$ cat config.mk
export PLATFORM = sky130hd
export DESIGN_NAME = ingress_batch_arbiter_flat
export DESIGN_NICKNAME = d
export VERILOG_FILES = /design/src/rtl/ingress_batch_arbiter_pkg.sv /design/src/rtl/ingress_batch_arbiter_if.sv /design/src/rtl/ingress_batch_arbiter_port_word_fifo.sv /design/src/rtl/ingress_batch_arbiter.sv /design/src/flat_wrapper.sv
export SDC_FILE = /design/constraint.sdc
export NUM_CORES = 2
export LEC_CHECK = 0
export CORE_AREA = 4 4 447 361
export CTS_CLUSTER_DIAMETER = 80
export CTS_CLUSTER_SIZE = 24
export DETAILED_ROUTE_END_ITERATION = 16
export DIE_AREA = 0 0 451 365
export PLACE_DENSITY = 0.75
export RECOVER_POWER = 50
export SYNTH_ARGS = -nofsm -noshare
export SYNTH_HDL_FRONTEND = slang
export SYNTH_HIERARCHICAL = 1
export SYNTH_SLANG_ARGS = --single-unit
export TNS_END_PERCENT = 30
$ cat constraint.sdc
create_clock -name clk -period 3.95 [get_ports clk]
set_input_delay 0.395 -clock clk [delete_from_list [all_inputs] [get_ports clk]]
set_output_delay 0.395 -clock clk [all_outputs]
set_load 0.01 [all_outputs]
$ cat src/rtl/ingress_batch_arbiter_pkg.sv
// Shared types for the ingress batch arbiter: FIFO word entry, field widths
// and the arbiter FSM state encoding.
package ingress_batch_arbiter_pkg;

  localparam int DATA_W  = 16;
  localparam int PRIOR_W = 3;
  localparam int DEST_W  = 4;

  typedef struct packed {
    logic               eop;
    logic [PRIOR_W-1:0] prior;
    logic [DEST_W-1:0]  dest;
    logic [DATA_W-1:0]  data;
  } word_entry_t;

  typedef enum logic {
    IDLE  = 1'b0,
    BURST = 1'b1
  } arb_state_e;

endpackage

$ cat src/rtl/ingress_batch_arbiter_if.sv
// Bundle of the per-port ingress word buses and the shared downstream write
// channel; slave is the arbiter side, master the front-end/writer side.
interface ingress_batch_arbiter_if #(
  parameter int NUM_PORTS = 4
);
  import ingress_batch_arbiter_pkg::*;

  localparam int PORT_W = (NUM_PORTS > 1) ? $clog2(NUM_PORTS) : 1;

  logic [NUM_PORTS-1:0]         in_vld;
  logic [NUM_PORTS-1:0]         in_eop;
  logic [NUM_PORTS*DATA_W-1:0]  in_data;
  logic [NUM_PORTS*PRIOR_W-1:0] in_prior;
  logic [NUM_PORTS*DEST_W-1:0]  in_dest;
  logic                         out_rdy;
  logic                         out_vld;
  logic [PORT_W-1:0]            out_port;
  logic [DATA_W-1:0]            out_data;
  logic [PRIOR_W-1:0]           out_prior;
  logic [DEST_W-1:0]            out_dest;
  logic                         out_eop;
  logic                         out_last;
  logic [NUM_PORTS-1:0]         ovf;

  modport master (
    output in_vld, in_eop, in_data, in_prior, in_dest, out_rdy,
    input  out_vld, out_port, out_data, out_prior, out_dest, out_eop,
           out_last, ovf
  );

  modport slave (
    input  in_vld, in_eop, in_data, in_prior, in_dest, out_rdy,
    output out_vld, out_port, out_data, out_prior, out_dest, out_eop,
           out_last, ovf
  );

endinterface

$ cat src/rtl/ingress_batch_arbiter_port_word_fifo.sv
// Per-port first-word fall-through word FIFO with occupancy, a count of
// buffered end-of-packet words and a sticky overflow flag.
module ingress_batch_arbiter_port_word_fifo
  import ingress_batch_arbiter_pkg::*;
#(
  parameter int FIFO_DEPTH = 16,
  parameter int CNT_W      = $clog2(FIFO_DEPTH) + 1
) (
  input  logic             clk,
  input  logic             rst_n,
  input  logic             push_i,
  input  word_entry_t      push_entry_i,
  input  logic             pop_i,
  output word_entry_t      head_o,
  output word_entry_t      head_next_o,
  output logic [CNT_W-1:0] count_o,
  output logic [CNT_W-1:0] eop_cnt_o,
  output logic             ovf_o
);

  localparam int AW = $clog2(FIFO_DEPTH);

  word_entry_t      mem_q [FIFO_DEPTH];
  logic [AW-1:0]    wr_ptr_q;
  logic [AW-1:0]    rd_ptr_q;
  logic [CNT_W-1:0] count_q;
  logic [CNT_W-1:0] eop_cnt_q;
  logic             ovf_q;
  logic             full;
  logic             pop_ok;
  logic             push_ok;
  logic             eop_in;
  logic             eop_out;

  // A push into a full FIFO still lands when the head leaves in the same cycle.
  always_comb begin
    full    = (count_q == CNT_W'(FIFO_DEPTH));
    pop_ok  = pop_i && (count_q != '0);
    push_ok = push_i && (!full || pop_ok);
    eop_in  = push_ok && push_entry_i.eop;
    eop_out = pop_ok && head_o.eop;
  end

  always_ff @(posedge clk) begin
    if (push_ok) begin
      mem_q[wr_ptr_q] <= push_entry_i;
    end
  end

  always_ff @(posedge clk or negedge rst_n) begin
    if (!rst_n) begin
      wr_ptr_q  <= '0;
      rd_ptr_q  <= '0;
      count_q   <= '0;
      eop_cnt_q <= '0;
      ovf_q     <= 1'b0;
    end else begin
      if (push_ok) begin
        wr_ptr_q <= wr_ptr_q + AW'(1);
      end
      if (pop_ok) begin
        rd_ptr_q <= rd_ptr_q + AW'(1);
      end
      count_q   <= count_q + CNT_W'(push_ok) - CNT_W'(pop_ok);
      eop_cnt_q <= eop_cnt_q + CNT_W'(eop_in) - CNT_W'(eop_out);
      if (push_i && !push_ok) begin
        ovf_q <= 1'b1;
      end
    end
  end

  assign head_o      = mem_q[rd_ptr_q];
  assign head_next_o = mem_q[rd_ptr_q + AW'(1)];
  assign count_o     = count_q;
  assign eop_cnt_o   = eop_cnt_q;
  assign ovf_o       = ovf_q;

endmodule

$ cat src/rtl/ingress_batch_arbiter.sv
// Round-robin batch arbiter: buffers each ingress port in its own FIFO and
// drains one batch (BATCH words or up to end of packet) per grant downstream.
module ingress_batch_arbiter
  import ingress_batch_arbiter_pkg::*;
#(
  parameter int NUM_PORTS  = 4,
  parameter int BATCH      = 8,
  parameter int FIFO_DEPTH = 16
) (
  input logic                    clk,
  input logic                    rst_n,
  ingress_batch_arbiter_if.slave bus
);

  localparam int PORT_W = (NUM_PORTS > 1) ? $clog2(NUM_PORTS) : 1;
  localparam int BEAT_W = (BATCH > 1) ? $clog2(BATCH) : 1;
  localparam int CNT_W  = $clog2(FIFO_DEPTH) + 1;

  arb_state_e        state_q;
  logic [PORT_W-1:0] gnt_q;
  logic [PORT_W-1:0] rr_q;
  logic [BEAT_W-1:0] beat_q;
  logic              out_vld_q;
  logic              out_last_q;
  word_entry_t       out_entry_q;

  word_entry_t       head [NUM_PORTS];
  word_entry_t       head_next [NUM_PORTS];
  logic [CNT_W-1:0]  count [NUM_PORTS];
  logic [CNT_W-1:0]  eop_cnt [NUM_PORTS];
  logic [NUM_PORTS-1:0] req;
  logic [NUM_PORTS-1:0] pop;
  logic [NUM_PORTS-1:0] ovf;

  for (genvar p = 0; p < NUM_PORTS; p++) begin : g_port
    word_entry_t push_entry;

    assign push_entry = '{
      eop:   bus.in_eop[p],
      prior: bus.in_prior[p*PRIOR_W +: PRIOR_W],
      dest:  bus.in_dest[p*DEST_W +: DEST_W],
      data:  bus.in_data[p*DATA_W +: DATA_W]
    };
    // A port asks for the channel once it holds a full batch or a whole packet.
    assign req[p] = (count[p] >= CNT_W'(BATCH)) || (eop_cnt[p] != '0);
    assign pop[p] = (state_q == BURST) && bus.out_rdy && (gnt_q == PORT_W'(p));

    ingress_batch_arbiter_port_word_fifo #(
      .FIFO_DEPTH (FIFO_DEPTH),
      .CNT_W      (CNT_W)
    ) u_port_word_fifo (
      .clk          (clk),
      .rst_n        (rst_n),
      .push_i       (bus.in_vld[p]),
      .push_entry_i (push_entry),
      .pop_i        (pop[p]),
      .head_o       (head[p]),
      .head_next_o  (head_next[p]),
      .count_o      (count[p]),
      .eop_cnt_o    (eop_cnt[p]),
      .ovf_o        (ovf[p])
    );
  end

  logic              pick_found;
  logic [PORT_W-1:0] pick_idx;
  int                scan_idx;
  logic [PORT_W-1:0] scan_port;

  always_comb begin
    pick_found = 1'b0;
    pick_idx   = '0;
    scan_idx   = 0;
    scan_port  = '0;
    for (int i = 0; i < NUM_PORTS; i++) begin
      scan_idx = int'(rr_q) + i;
      if (scan_idx >= NUM_PORTS) begin
        scan_idx = scan_idx - NUM_PORTS;
      end
      scan_port = PORT_W'(scan_idx);
      if (!pick_found && req[scan_port]) begin
        pick_found = 1'b1;
        pick_idx   = scan_port;
      end
    end
  end

  // The word loaded next is the new grant's head, or the word behind the
  // current head once that head is accepted.
  word_entry_t       entry_d;
  logic [BEAT_W-1:0] beat_d;
  logic              last_d;
  logic [PORT_W-1:0] rr_d;

  always_comb begin
    entry_d = head_next[gnt_q];
    beat_d  = beat_q + BEAT_W'(1);
    if (state_q == IDLE) begin
      entry_d = head[pick_idx];
      beat_d  = '0;
    end
    last_d = entry_d.eop || (beat_d == BEAT_W'(BATCH - 1));
    rr_d   = (gnt_q == PORT_W'(NUM_PORTS - 1)) ? '0 : gnt_q + PORT_W'(1);
  end

  always_ff @(posedge clk or negedge rst_n) begin
    if (!rst_n) begin
      state_q     <= IDLE;
      gnt_q       <= '0;
      rr_q        <= '0;
      beat_q      <= '0;
      out_vld_q   <= 1'b0;
      out_last_q  <= 1'b0;
      out_entry_q <= '0;
    end else begin
      case (state_q)
        IDLE: begin
          if (pick_found) begin
            state_q     <= BURST;
            gnt_q       <= pick_idx;
            beat_q      <= beat_d;
            out_vld_q   <= 1'b1;
            out_entry_q <= entry_d;
            out_last_q  <= last_d;
          end
        end
        BURST: begin
          if (bus.out_rdy) begin
            if (out_last_q) begin
              state_q     <= IDLE;
              rr_q        <= rr_d;
              out_vld_q   <= 1'b0;
              out_last_q  <= 1'b0;
              out_entry_q <= '0;
            end else begin
              beat_q      <= beat_d;
              out_entry_q <= entry_d;
              out_last_q  <= last_d;
            end
          end
        end
        default: state_q <= IDLE;
      endcase
    end
  end

  assign bus.out_vld   = out_vld_q;
  assign bus.out_port  = gnt_q;
  assign bus.out_data  = out_entry_q.data;
  assign bus.out_prior = out_entry_q.prior;
  assign bus.out_dest  = out_entry_q.dest;
  assign bus.out_eop   = out_entry_q.eop;
  assign bus.out_last  = out_last_q;
  assign bus.ovf       = ovf;

endmodule

$ cat src/flat_wrapper.sv
// flat-port wrapper written by rule: the top's interface ports become plain ports
module ingress_batch_arbiter_flat import ingress_batch_arbiter_pkg::*;
#(
  parameter int NUM_PORTS  = 4,
  parameter int BATCH      = 8,
  parameter int FIFO_DEPTH = 16
)
  (clk, rst_n, bus_in_vld, bus_in_eop, bus_in_data, bus_in_prior, bus_in_dest, bus_out_rdy, bus_out_vld, bus_out_port, bus_out_data, bus_out_prior, bus_out_dest, bus_out_eop, bus_out_last, bus_ovf);
  ingress_batch_arbiter_if #(.NUM_PORTS(NUM_PORTS)) bus_i ();
  input logic clk;
  input logic rst_n;
  input wire logic [$bits(bus_i.in_vld)-1:0] bus_in_vld;
  input wire logic [$bits(bus_i.in_eop)-1:0] bus_in_eop;
  input wire logic [$bits(bus_i.in_data)-1:0] bus_in_data;
  input wire logic [$bits(bus_i.in_prior)-1:0] bus_in_prior;
  input wire logic [$bits(bus_i.in_dest)-1:0] bus_in_dest;
  input wire logic [$bits(bus_i.out_rdy)-1:0] bus_out_rdy;
  output wire logic [$bits(bus_i.out_vld)-1:0] bus_out_vld;
  output wire logic [$bits(bus_i.out_port)-1:0] bus_out_port;
  output wire logic [$bits(bus_i.out_data)-1:0] bus_out_data;
  output wire logic [$bits(bus_i.out_prior)-1:0] bus_out_prior;
  output wire logic [$bits(bus_i.out_dest)-1:0] bus_out_dest;
  output wire logic [$bits(bus_i.out_eop)-1:0] bus_out_eop;
  output wire logic [$bits(bus_i.out_last)-1:0] bus_out_last;
  output wire logic [$bits(bus_i.ovf)-1:0] bus_ovf;
  assign bus_i.in_vld = bus_in_vld;
  assign bus_i.in_eop = bus_in_eop;
  assign bus_i.in_data = bus_in_data;
  assign bus_i.in_prior = bus_in_prior;
  assign bus_i.in_dest = bus_in_dest;
  assign bus_i.out_rdy = bus_out_rdy;
  assign bus_out_vld = bus_i.out_vld;
  assign bus_out_port = bus_i.out_port;
  assign bus_out_data = bus_i.out_data;
  assign bus_out_prior = bus_i.out_prior;
  assign bus_out_dest = bus_i.out_dest;
  assign bus_out_eop = bus_i.out_eop;
  assign bus_out_last = bus_i.out_last;
  assign bus_ovf = bus_i.ovf;
  ingress_batch_arbiter #(.NUM_PORTS(NUM_PORTS), .BATCH(BATCH), .FIFO_DEPTH(FIFO_DEPTH)) u_core (.clk(clk), .rst_n(rst_n), .bus(bus_i));
endmodule
=== Word-level counts from Yosys, hierarchy flattened ===
Memories as Yosys holds them, arrays and structs flattened.
Index checks and enable logic that the tools add are counted.

* Bits of input ports: 103
* RAM bits: 1,536
* Bits in registers: 110
* Output and inout bits: 32
* Memories kept: 4

* Bitwise gates (word level): 3
* Equality and inequality tests: 12
* $lt $le $gt $ge: 14
* Reduce and logical (&&, ||, !) cells: 62
* Add/sub/neg operators: 33
* Muxes and demuxes: 57

{| class="wikitable"
|+ Memory list
! name !! depth !! width !! read ports !! clocked after memory_dff !! write ports !! RTL line !! RTL
|-
| u_core.g_port[0].u_port_word_fifo.mem_q || 16 || 24 || 2 || 0 || 1 || ingress_batch_arbiter_port_word_fifo.sv:23 || <nowiki>word_entry_t mem_q [FIFO_DEPTH];</nowiki>
|-
| u_core.g_port[1].u_port_word_fifo.mem_q || 16 || 24 || 2 || 0 || 1 || ingress_batch_arbiter_port_word_fifo.sv:23 ||
|-
| u_core.g_port[2].u_port_word_fifo.mem_q || 16 || 24 || 2 || 0 || 1 || ingress_batch_arbiter_port_word_fifo.sv:23 ||
|-
| u_core.g_port[3].u_port_word_fifo.mem_q || 16 || 24 || 2 || 0 || 1 || ingress_batch_arbiter_port_word_fifo.sv:23 ||
|}

{| class="wikitable"
|+ Operator list
! cell !! number
|-
| 24-bit 2-to-1 mux || 8
|-
| 24-bit binary-select mux with 2-bit select || 2
|-
| 24-bit one-hot mux with 2 select lines || 1
|-
| 5-bit by 1-bit adder with 5-bit output || 8
|-
| 5-bit nonzero test || 8
|-
| 5-bit by 1-bit subtractor with 5-bit output || 8
|-
| 4-bit by 1-bit adder with 4-bit output, second input constant || 8
|-
| 1-bit logical AND || 28
|-
| 1-bit 2-to-1 mux || 25
|-
| 5-bit == test, second input constant || 4
|-
| 5-bit by 4-bit >= comparator with 1-bit output, second input constant || 4
|-
| 2-bit 2-to-1 mux || 9
|-
| 3-bit >= comparator, second input constant || 5
|-
| 2-bit by 3-bit less-than comparator with 1-bit output, second input constant || 4
|-
| 3-bit 2-to-1 mux || 4
|-
| 1-bit logical NOT || 11
|-
| 1-bit logical OR || 9
|-
| 3-bit AND reduction || 3
|-
| 1-bit binary-select mux with 2-bit select || 4
|-
| 2-bit by 1-bit subtractor with 2-bit output, second input constant || 4
|-
| 2-bit by 2-bit adder with 3-bit output, second input constant || 2
|-
| 2-bit inequality test, second input constant || 3
|-
| 2-bit inverter with 3-bit output || 2
|-
| 1-bit one-hot mux with 2 select lines || 3
|-
| 12 further kinds || 14
|}

=== Depth between registers and ports, before layout ===
* Depth in word-level cells: 23
* Gate-level depth with buffers: 17

=== By module ===
Netlist, hierarchy kept.

{| class="wikitable"
|+ Modules (own cells, without submodules)
! module !! cells each !! times used !! area each (µm²)
|-
| ingress_batch_arbiter_port_word_fifo at u_core.g_port[1].u_port_word_fifo ... || 1,072 || 2 || 18,729.2
|-
| ingress_batch_arbiter_port_word_fifo at u_core.g_port[3].u_port_word_fifo || 1,227 || 1 || 18,971.9
|-
| ingress_batch_arbiter_port_word_fifo at u_core.g_port[0].u_port_word_fifo || 1,072 || 1 || 18,690.4
|-
| ingress_batch_arbiter || 254 || 1 || 2,927.8
|}

=== Worst setup path before layout ===
Ideal clock, no wire load.

* Path type: reg2reg
* From: reg u_core.gnt_q[0], in the netlist u_core/bus.out_port[0]
* To: mem u_core/g_port[0].u_port_word_fifo/mem_q[3][0] (netlist bit) (enable)
* Buffers on the path: 3
* Clock period less this slack: 4,108 ps
* Setup time: 435 ps
* Stages on the path, launching flop included: 10
* Setup slack: -158 ps
* Arrival: 3,673 ps
* Required time: 3,515 ps
* Cells stage by stage: dfrtp_1 > buf_2 > buf_1 > inv_1 > ha_1 > and3_1 > o31a_1 > clkbuf_1 > nand2_1 > nor3_1

* Longest elaborated chain between the ends: 7

{| class="wikitable"
|+ Ends and longest elaborated chain
! what !! RTL line !! RTL
|-
| from (decl) || ingress_batch_arbiter.sv:20 || <nowiki>logic [PORT_W-1:0] gnt_q;</nowiki>
|-
| from (signal assigned) || ingress_batch_arbiter.sv:120 || <nowiki>gnt_q <= pick_idx;</nowiki>
|-
| 2-bit logical NOT || ingress_batch_arbiter.sv:46 || <nowiki>assign pop[p] = (state_q == BURST) && bus.out_rdy && (gnt_q == PORT_W'(p));</nowiki>
|-
| 1-bit logical AND || ingress_batch_arbiter.sv:46 ||
|-
| named net u_core.pop[0] || ingress_batch_arbiter.sv:32 || <nowiki>logic [NUM_PORTS-1:0] pop;</nowiki>
|-
| 1-bit logical AND || ingress_batch_arbiter_port_word_fifo.sv:38 || <nowiki>pop_ok = pop_i && (count_q != '0);</nowiki>
|-
| 1-bit logical OR || ingress_batch_arbiter_port_word_fifo.sv:39 || <nowiki>push_ok = push_i && (!full || pop_ok);</nowiki>
|-
| 1-bit logical AND || ingress_batch_arbiter_port_word_fifo.sv:39 ||
|-
| 1-bit 2-to-1 mux || ingress_batch_arbiter_port_word_fifo.sv:45 || <nowiki>if (push_ok) begin</nowiki>
|-
| 1-bit 2-to-1 mux (not written as such) || ingress_batch_arbiter_port_word_fifo.sv:46 || <nowiki>mem_q[wr_ptr_q] <= push_entry_i;</nowiki>
|-
| to (decl) || ingress_batch_arbiter_port_word_fifo.sv:23 ||
|}

The timed path passes the listed nets, and every way through them passes these cells.

=== Final worst setup path ===
* From: reg u_core.g_port[1].u_port_word_fifo.rd_ptr_q[1]
* To: reg u_core.g_port[1].u_port_word_fifo.eop_cnt_q[4]

* Longest elaborated chain between the ends: 3

{| class="wikitable"
|+ Ends and longest elaborated chain
! what !! RTL line !! RTL
|-
| from (decl) || ingress_batch_arbiter_port_word_fifo.sv:25 || <nowiki>logic [AW-1:0] rd_ptr_q;</nowiki>
|-
| from (signal assigned) || ingress_batch_arbiter_port_word_fifo.sv:62 || <nowiki>rd_ptr_q <= rd_ptr_q + AW'(1);</nowiki>
|-
| memory read 16 x 24 bit || - ||
|-
| 1-bit logical AND || ingress_batch_arbiter_port_word_fifo.sv:41 || <nowiki>eop_out = pop_ok && head_o.eop;</nowiki>
|-
| 5-bit by 1-bit subtractor with 5-bit output || ingress_batch_arbiter_port_word_fifo.sv:65 || <nowiki>eop_cnt_q <= eop_cnt_q + CNT_W'(eop_in) - CNT_W'(eop_out);</nowiki>
|-
| to (signal assigned) || ingress_batch_arbiter_port_word_fifo.sv:65 ||
|-
| to (decl) || ingress_batch_arbiter_port_word_fifo.sv:27 || <nowiki>logic [CNT_W-1:0] eop_cnt_q;</nowiki>
|}

No other way between the ends.
A chain may end at the register's enable or synchronous reset.

==> flow_metrics.py <==
metrics = {
    "min_path": {
        "hold_depth": 2,
        "hp-start": "bus_in_vld[3]",
        "whs_endpoint": "u_core/g_port[3].u_port_word_fifo/ovf_o$_DFFE_PN0P_",
        "hp-class": "in -> reg",
    },
    "cells_and_area": {
        "mostFrequentLayoutCell": "edfxtp_1",
        "final_layout_size_suffix_gt1_frac": 0.220,
        "num-fill-cells": 12100,
        "regArea_mm2": 0.0489,
        "layout_common_cells": "edfxtp_1, nand2_1, mux4_2, mux2i_1, nand3_1",
        "stdcell_area_mm2": 0.0853,
        "final_cells": 6990,
        "fin_util": 0.545,
        "multi_input_area_mm2": 0.0275,
        "syn_to_final_growth_pct": 9.27,
        "fin_nets": 4969,
    },
    "timing": {
        "drv_slew": 74,
        "max_slew_margin": -0.751,
        "finalCritPeriodShare": 0.929,
        "rsz0062_at_grt": "no",
        "setup_viol": 0,
        "hold_slack_ns": 0.267,
        "max_freq_mhz": 273,
        "worst_pin_slew_ns": 2.63,
        "finalCriticalPeriod_ns": 3.67,
        "finalHoldViolations": 0,
        "clock_skew_ns": 0.0454,
    },
    "floorplanning": {
        "coreArea_mm2": 0.156,
        "start_util": 0.499,
        "die-area_mm2": 0.165,
        "io_pins": 135,
        "num_rows": 130,
        "die-height_um": 365,
        "die_w_um": 451,
    },
    "critical_path": {
        "cp-end-kind": "flop",
        "crit_type": "reg -> reg",
        "regToRegSetupSlack_ns": 0.28,
        "critPathRequiredTime_ns": 4.60,
        "r2r_end": "u_core/g_port[1].u_port_word_fifo/eop_cnt_o[4]$_DFF_PN0_",
        "crit_path_max_fanout": 30,
        "cp-startpoint": "u_core/g_port[1].u_port_word_fifo/rd_ptr_q[1]$_DFFE_PN0N_",
        "path_depth": 15,
        "r2r-start": "u_core/g_port[1].u_port_word_fifo/rd_ptr_q[1]$_DFFE_PN0N_",
        "start_kind": "flop",
        "critPathMaxStageDelay_ns": 0.59,
        "crit_top_cell": "inv_1",
        "cp.arrival_ns": 4.32,
        "crit_slowest_cell": "dfrtp_4",
        "crit_family": "adder cells",
        "path_buf_inv": 5,
        "path_cells": "buf_4, mux4_2, nor2b_1, a211oi_1, buf_4, a211oi_1, ha_1, inv_1, ha_1, inv_1, fa_1, inv_1, a21o_1, a21oi_1, xnor2_1",
        "reg2regPathDepth": 15,
    },
    "yosys": {
        "ys_ff_latch": 1646,
        "synth_top_family_by_area": "multiplexers",
        "ys_types": 57,
        "synth_cells": 4697,
        "synthMuxAreaShare": 0.223,
        "synth-main-ff-cell": "edfxtp_1",
        "synth_compound_area_frac": 0.0449,
        "syn_nets": 4877,
        "post_synth_and_or_nand_nor_area_fraction": 0.0583,
        "netlist_area_mm2": 0.0780,
        "synthXorXnorAreaFrac": 0.00786,
        "synth_fa_ha_area_frac": 0.0131,
        "synth_edf_count": 1536,
        "synth_top_cell_by_area": "edfxtp_1",
        "ys_seq_area_frac": 0.626,
        "synthDominantCellAreaShare": 0.591,
        "syn_area_per_cell_um2": 16.6,
        "yosysWarningCount": 6,
        "netlist_top_cells_area": "edfxtp_1, mux4_2, mux2i_1, nand2_1, dfrtp_1",
        "synthArstFlopShare": 0.0668,
    },
    "placement": {
        "placed_cell_area_mm2": 0.0828,
        "post-place-cells": 6817,
        "buffer_ports.inserted": 134,
        "dpl.hpwl_mm": 144,
        "routabilityCongestion": 0.884,
    },
    "clock_network": {
        "cts_tree": "yes",
        "clk_path_buf_depth": 3,
        "cts_root_buf": "clkbuf_16",
        "cts_buffers": 81,
        "cts_resized": 0,
        "htreeDepth": 3,
        "clkTransAtPathRegs_ns": 0.10,
        "numClockSinks": 1646,
        "holdBufCountCts": 1,
        "cts_setup_buffers": 0,
        "clk_latency_ns": 0.77,
    },
    "status": {
        "outcome": "finished, violations left",
        "violations": "max-capacitance violations, max-slew violations",
    },
    "global_routing": {
        "grt_pass1_wl_mm": 324,
        "grt_pass1_vias": 46200,
        "grt_max_degree": 113,
        "antenna_found_initial": 51,
        "gr-total-overflow": 0,
        "grt_usage": 0.270,
    },
    "routing": {
        "drc": 0,
        "ant_nets": 0,
        "post_drt_wl_per_cell_um": 32.0,
        "vias": 47100,
        "drtPass1Iterations": 6,
        "routed_via_density": 6.74,
        "wirelength_mm": 224,
        "drt_iter0_markers": 6801,
    },
    "pwr": {
        "p_leak_nw": 27.9,
        "powerDensity_mw_per_mm2": 794,
        "ir_worst_vdd_uv": 713,
    },
    "job": {
        "cap_violations": 1,
    },
}
flip-flops by register name, indices dropped and copies added (netlist names), 2 cells and up:
signal,count
u_core/g_port.u_port_word_fifo/mem_q,1536
u_core/g_port.u_port_word_fifo/count_o,20
u_core/g_port.u_port_word_fifo/eop_cnt_o,20
u_core/bus.out_data,16
u_core/g_port.u_port_word_fifo/rd_ptr_q,16
u_core/g_port.u_port_word_fifo/wr_ptr_q,16
u_core/bus.out_dest,4
u_core/g_port.u_port_word_fifo/ovf_o,4
u_core/beat_q,3
u_core/bus.out_prior,3
u_core/bus.out_port,2
u_core/rr_q,2
synthesized netlist by cell type (27+ instances only):
cell type	instances
a32o_1	93
ha_1	69
a21oi_1	28
a221oi_1	130
o21ai_0	27
xnor2_1	53
buf_2	142
mux4_2	622
inv_1	85
a22oi_1	46
mux2i_1	335
nand3_1	197
dfrtp_1	110
nand2_1	754
clkbuf_1	143
edfxtp_1	1536
nor2_1	58
report_power, final:
group | internal, mW | switching (mW)
clock network | 4.09 | 5.58
logic | 14.8 | 20.3
registers | 21.3 | 1.66
cell type report:
type                            count  share of cell area
Antenna cell                       20            0.000587
Clock buffer                      135              0.0263
Clock inverter                     17             0.00293
Inverter                           85             0.00374
Multi-Input combinational cell   2614               0.323
Sequential cell                  1646               0.573
Tap cell                         2112              0.0310
Timing Repair Buffer              361              0.0390
layer usage:
layer  track usage  routed length (um)
met1         0.364               79300
met2         0.407              101000
met5             0                  51
met4         0.131               12800
met3        0.0762               30400
cells by family (layout without fill, tap and decap cells):
family / count (synthesis) / after routing
flops: 1646 / 1646
simple gates: 1088 / 1088
mux: 960 / 960
buf+inv: 437 / 598
compound gates: 419 / 419
fa+ha+maj: 77 / 77
xor+xnor: 70 / 70
other cells: 0 / 20
worst reg2reg max path: stages, from the launching register on:
cell and delay (ns):
dfrtp_4 0.59, buf_4 0.46, mux4_2 0.28, nor2b_1 0.12
a211oi_1 0.06, buf_4 0.15, a211oi_1 0.44, ha_1 0.33
inv_1 0.06, ha_1 0.16, inv_1 0.06, fa_1 0.44
inv_1 0.09, a21o_1 0.12, a21oi_1 0.08, xnor2_1 0.13
how the worst max path moves through the flow:
stage / endpoint / slack [ns]
final: u_core/g_port[1].u_port_word_fifo/eop_cnt_o[4]$_DFF_PN0_ / 0.28
after global routing: u_core/g_port[1].u_port_word_fifo/eop_cnt_o[4]$_DFF_PN0_ / 0.15
after CTS: u_core/g_port[1].u_port_word_fifo/eop_cnt_o[4]$_DFF_PN0_ / 0.30
after detailed placement: u_core/g_port[1].u_port_word_fifo/eop_cnt_o[4]$_DFF_PN0_ / 0.23
after global placement: u_core/g_port[1].u_port_word_fifo/eop_cnt_o[4]$_DFF_PN0_ / 0.25
after floorplan: u_core/g_port[0].u_port_word_fifo/mem_q[1][0]$_DFFE_PP_ / -0.12
metrics by stage:
step / setup TNS (ns) / total power [mW] / setup WS, ns
2_1_floorplan: -14.08 / 45.7 / -0.120
3_3_place_gp: 0 / 57.0 / 0.252
3_5_place_dp: 0 / 57.7 / 0.234
4_1_cts: 0 / 67.2 / 0.302
5_1_grt: 0 / 70.4 / 0.152
6_report: 0 / 67.7 / 0.281
No activity file was read; power rests on OpenSTA's default activity.
